--- src/rtl/parity_pkg.sv ---
// Shared definitions for the parity framing transmitter.
//   state_e   : frame FSM states (IDLE, START, DATA, PARITY, STOP), 3 bits
//   LINE_IDLE : serial line level when no frame is in progress (also the stop bit)
//   START_LVL : serial line level of the start bit
package parity_pkg;

  typedef enum logic [2:0] {
    IDLE   = 3'd0,
    START  = 3'd1,
    DATA   = 3'd2,
    PARITY = 3'd3,
    STOP   = 3'd4
  } state_e;

  localparam logic LINE_IDLE = 1'b1;
  localparam logic START_LVL = 1'b0;

endpackage

--- src/rtl/parity_calc.sv ---
// Combinational parity generator.
//   data    [DATA_W-1:0] : word to protect
//   odd_sel              : 1 = odd parity, 0 = even parity
//   par_bit              : bit that makes the count of ones (data + par_bit)
//                          odd (odd_sel=1) or even (odd_sel=0)
module parity_calc #(
  parameter int unsigned DATA_W = 8
) (
  input  logic [DATA_W-1:0] data,
  input  logic              odd_sel,
  output logic              par_bit
);

  always_comb begin
    par_bit = odd_sel ? ~^data : ^data;
  end

endmodule

--- src/rtl/parity_frame_tx.sv ---
// UART-style frame transmitter with per-word odd/even parity.
// Frame on tx_out: start(0), DATA_W data bits LSB first, parity, stop(1);
// every bit is held CLKS_PER_BIT cycles.
//   clk, rst    : rising-edge clock, synchronous active-high reset
//   in_valid    : producer offers in_data / par_odd
//   in_data     : word to transmit
//   par_odd     : parity sense sampled with the word (1 = odd, 0 = even)
//   in_ready    : word accepted on this edge when in_valid is also high
//   tx_out      : registered serial line, idles at 1
//   busy        : a frame is in progress
//   frame_done  : one-cycle pulse on the last cycle of each stop bit
module parity_frame_tx
  import parity_pkg::*;
#(
  parameter int unsigned DATA_W       = 8,
  parameter int unsigned CLKS_PER_BIT = 4
) (
  input  logic              clk,
  input  logic              rst,
  input  logic              in_valid,
  input  logic [DATA_W-1:0] in_data,
  input  logic              par_odd,
  output logic              in_ready,
  output logic              tx_out,
  output logic              busy,
  output logic              frame_done
);

  localparam int unsigned CW = $clog2(CLKS_PER_BIT + 1);
  localparam int unsigned BW = $clog2(DATA_W + 1);
  localparam logic [CW-1:0] CYC_LAST = CW'(CLKS_PER_BIT - 1);
  localparam logic [BW-1:0] BIT_LAST = BW'(DATA_W - 1);

  state_e            state_q, state_d;
  logic [CW-1:0]     cyc_q, cyc_d;
  logic [BW-1:0]     bit_q, bit_d;
  logic [DATA_W-1:0] shift_q, shift_d;
  logic              par_q, par_d;
  logic              tx_q, tx_d;
  logic              done_q, done_d;
  logic              par_new;
  logic              last_cyc;

  parity_calc #(
    .DATA_W (DATA_W)
  ) u_parity_calc (
    .data    (in_data),
    .odd_sel (par_odd),
    .par_bit (par_new)
  );

  assign in_ready   = (state_q == IDLE) && !rst;
  assign busy       = (state_q != IDLE);
  assign tx_out     = tx_q;
  assign frame_done = done_q;
  assign last_cyc   = (cyc_q == CYC_LAST);

  always_comb begin
    state_d = state_q;
    cyc_d   = cyc_q;
    bit_d   = bit_q;
    shift_d = shift_q;
    par_d   = par_q;

    if (state_q != IDLE) begin
      cyc_d = last_cyc ? '0 : cyc_q + CW'(1);
    end

    unique case (state_q)
      IDLE: begin
        if (in_valid && in_ready) begin
          shift_d = in_data;
          par_d   = par_new;
          cyc_d   = '0;
          bit_d   = '0;
          state_d = START;
        end
      end
      START: begin
        if (last_cyc) state_d = DATA;
      end
      DATA: begin
        if (last_cyc) begin
          shift_d = shift_q >> 1;
          if (bit_q == BIT_LAST) begin
            bit_d   = '0;
            state_d = PARITY;
          end else begin
            bit_d = bit_q + BW'(1);
          end
        end
      end
      PARITY: begin
        if (last_cyc) state_d = STOP;
      end
      STOP: begin
        if (last_cyc) state_d = IDLE;
      end
      default: state_d = IDLE;
    endcase
  end

  // Line level and done pulse are computed from the next state so the
  // registered outputs line up with state_q in the following cycle.
  always_comb begin
    tx_d = LINE_IDLE;
    unique case (state_d)
      IDLE:    tx_d = LINE_IDLE;
      START:   tx_d = START_LVL;
      DATA:    tx_d = shift_d[0];
      PARITY:  tx_d = par_d;
      STOP:    tx_d = LINE_IDLE;
      default: tx_d = LINE_IDLE;
    endcase
    done_d = (state_d == STOP) && (cyc_d == CYC_LAST);
  end

  always_ff @(posedge clk) begin
    if (rst) begin
      state_q <= IDLE;
      cyc_q   <= '0;
      bit_q   <= '0;
      shift_q <= '0;
      par_q   <= 1'b0;
      tx_q    <= LINE_IDLE;
      done_q  <= 1'b0;
    end else begin
      state_q <= state_d;
      cyc_q   <= cyc_d;
      bit_q   <= bit_d;
      shift_q <= shift_d;
      par_q   <= par_d;
      tx_q    <= tx_d;
      done_q  <= done_d;
    end
  end

endmodule

--- config.mk ---
export PLATFORM = sky130hd
export DESIGN_NAME = parity_frame_tx
export DESIGN_NICKNAME = d
export VERILOG_FILES = /design/src/rtl/parity_pkg.sv /design/src/rtl/parity_calc.sv /design/src/rtl/parity_frame_tx.sv
export SDC_FILE = /design/constraint.sdc
export NUM_CORES = 1
export LEC_CHECK = 0
export ABC_CLOCK_PERIOD_IN_PS = 4500
export BUFFER_PORTS_ARGS = -buffer_cell sky130_fd_sc_hd__buf_2
export CORE_UTILIZATION = 50
export DETAILED_ROUTE_END_ITERATION = 6
export GPL_TIMING_DRIVEN = 0
export MAX_ROUTING_LAYER = met4
export PLACE_DENSITY = 0.72
export SLEW_MARGIN = 5
export SYNTH_ARGS = -nofsm -noshare
export SYNTH_HDL_FRONTEND = slang
export SYNTH_SLANG_ARGS = --single-unit
--- constraint.sdc ---
create_clock -name clk -period 4.5 [get_ports clk]
set_input_delay 0.225 -clock clk [delete_from_list [all_inputs] [get_ports clk]]
set_output_delay 0.225 -clock clk [all_outputs]
set_load 0.03 [all_outputs]
==> impl_metrics.toml <==
[clocking]
clk-insertion-delay-late_ns = 0.30
clock_path_buffers = 2
cts.reportedPaths.clkPinSlew_ns = 0.11
tritoncts = "done"
post_cts_resize_count = 0
cts.htree.levels = 1
post-cts-setup-buffer-count = 0
tritoncts.num_buffers = 3
clock_sink_count = 21
postCtsHoldBufs = 0
cts_root_buffer = "clkbuf_4"

[global_route]
antenna_found_initial = 0
grt_start_max_net_pins = 12
wire_length_of_the_first_global_routing_pass_mm = 3.42
globalRouteTotalUtil_pct = 22.2
globalRouteOverflowTotal = 0
grt_pass1_vias = 810

[power]
power.leakage_nw = 0.493
irDropWorstVdd_mv = 0.220
power.density_mw_per_mm2 = 289

[worst_hold_path]
hold_depth = 2
holdCritPathClass = "in2reg"

[cells_and_area]
area_delta_synth_final_pct = 12.3
post_route_cells_drive_above_1_share_pct = 19.1
final_nets = 151
mostFrequentLayoutCells = "dfxtp_1 (21), buf_2 (16), nand2_1 (12), a21oi_1 (12)"
finalInstanceArea_mm2 = 0.00119
diodes_inserted = 0
layout.cells.most_common = "dfxtp_1"

[detailed_routing]
avgRoutedWirePerCell_um = 13.2
drcViolationCount = 0
antenna_violating_nets_post_route = 0
detail_route.wirelength_mm = 2.16
drt-pass1-iter-count = 4
route.detailed.vias_per_inst = 5.54
routed-via-count = 903
initialDrtViolationCount = 14

[floorplanning]
fp.dieArea_mm2 = 0.00230
floorplan.die.width_um = 48.0
start_util_pct = 53.3
core_region_area_mm2 = 0.00198
die_y_um = 48.0
floorplan.rows = 16
pin_count = 16

[setup_path]
setup.worst_path.start_class = "flip-flop"
timing.setup.critical_path_class = "reg2reg"
critical_path_required_ns = 4.70
worstPathArrival_ns = 2.15
worst_r2r_path_depth = 6
crit_path_max_fanout = 5
timing.critical_path.to_type = "flip-flop"

[flow_run]
maxCapViolCount = 0

[sta]
rsz0062_at_grt = "false"
slew-limit-headroom_pct = 68.5
slew_violations = 0
period_utilization_post_route_pct = 43.3
finClkSkew_ns = 0.00370
finalSetupViolations = 0
totalNegativeSetupSlack_ns = 0
maxClockFrequency_mhz = 513
final_hold_viol_count = 0
tightestPinTransition_ns = 0.472
period_needed_ns = 1.95

[logic_synthesis]
synth_enable_flop_cells = 0
postSynth.topFlopCell = "dfxtp_1"
async_reset_ff_share_pct = 0
ys_seq_area_share_pct = 39.8
average_cell_area_after_synthesis_um2 = 8.95
yosysWarningCount = 0
synthesis.instances = 118
mappedNetlistArea_mm2 = 0.00106
ff_latch_count_synth = 21
synthDistinctLibCells = 33
synth.net_count = 132

[placement]
post-dp-hpwl_mm = 1.63
portBuffers = 14
detailed_place.area_mm2 = 0.00116
routabilityCongestion = 0.806

[status]
status = "finished, final reports clean"
## layer usage
metal	up-vias	GRT usage [%]	routed length, um
met2	15	35.7	1050
met3	2	4.53	53
met1	420	28.0	1040
li1	466	-	-
met4	0	6.67	18
met5	-	-	0
## metrics by stage
stage	hold WS [ns]	cells	util (%)	power (W)	setup WS, ns
3_3_place_gp	0.442	159	58.5	0.000256	2.60
3_5_place_dp	0.451	159	58.5	0.000258	2.57
6_report	0.214	163	59.8	0.000343	2.55
4_1_cts	0.211	163	59.8	0.000346	2.56
2_1_floorplan	0.386	118	-	0.000241	2.77
5_1_grt	0.216	163	59.8	0.000362	2.45
## synthesized netlist by cell type, drive strengths merged (2+ instances only)
master | count | area, um2
a21oi | 12 | 60.1
a22oi | 8 | 60.1
and2 | 2 | 12.5
and3 | 3 | 18.8
buf | 2 | 10.0
clkbuf | 2 | 7.51
dfxtp | 21 | 420
ha | 2 | 25.0
inv | 2 | 7.51
nand2 | 12 | 45.0
nand3 | 5 | 25.0
nand3b | 5 | 37.5
nor2 | 9 | 50.1
nor2b | 2 | 12.5
nor3 | 3 | 26.3
nor3b | 2 | 20.0
o21ai | 6 | 30.0
xnor2 | 7 | 61.3
xor2 | 2 | 17.5
## logic make-up (layout without fill, tap and decap cells)
group	after synthesis	count (layout)	synth area share, %
compound gates	31	31	19.8
xor+xnor	9	9	7.46
fa+ha+maj	2	2	2.37
buf+inv	6	24	2.37
flops	21	21	39.8
simple gates	49	49	28.2
## power breakdown
group,switching (W),leakage [nW],internal (W),total [W]
combinational,0.0000310,0.307,0.0000248,0.0000558
sequential,0.00000477,0.171,0.000193,0.000198
clock,0.0000550,0.0150,0.0000346,0.0000896
total,0.0000908,0.493,0.000253,0.000343
## critical path: stages, from the launching register on
cell	delay (ns)
dfxtp_1	0.39
ha_1	0.25
nor2b_1	0.32
a32oi_2	0.13
a221o_1	0.33
nand3b_1	0.17
a211o_1	0.27
## layout make-up
cell class	count	area (um2)
repair buffers	14	70.1
inverters	2	7.51
flip-flops and latches	21	420
clock buffers	4	26.3
multi-input cells	91	611
well taps	27	33.8
fillers	167	796
plain buffers	4	17.5
## worst paths after layout
check,startpoint,to,slack [ns]
min,rst,shift_q[6],0.21
max reg2reg,cyc_q[0],tx_out,2.55
min reg2reg,shift_q[1],shift_q[1],0.47
max,cyc_q[0],tx_out,2.55
## flip-flops by register name, indices dropped and copies added (netlist names)
| signal | cells |
|---|---|
| cyc_q | 3 |
| state_q | 3 |
| frame_done | 1 |
| par_q | 1 |
| tx_out | 1 |
| shift_q | 8 |
| bit_q | 4 |
(Power assumes the default switching activity.)
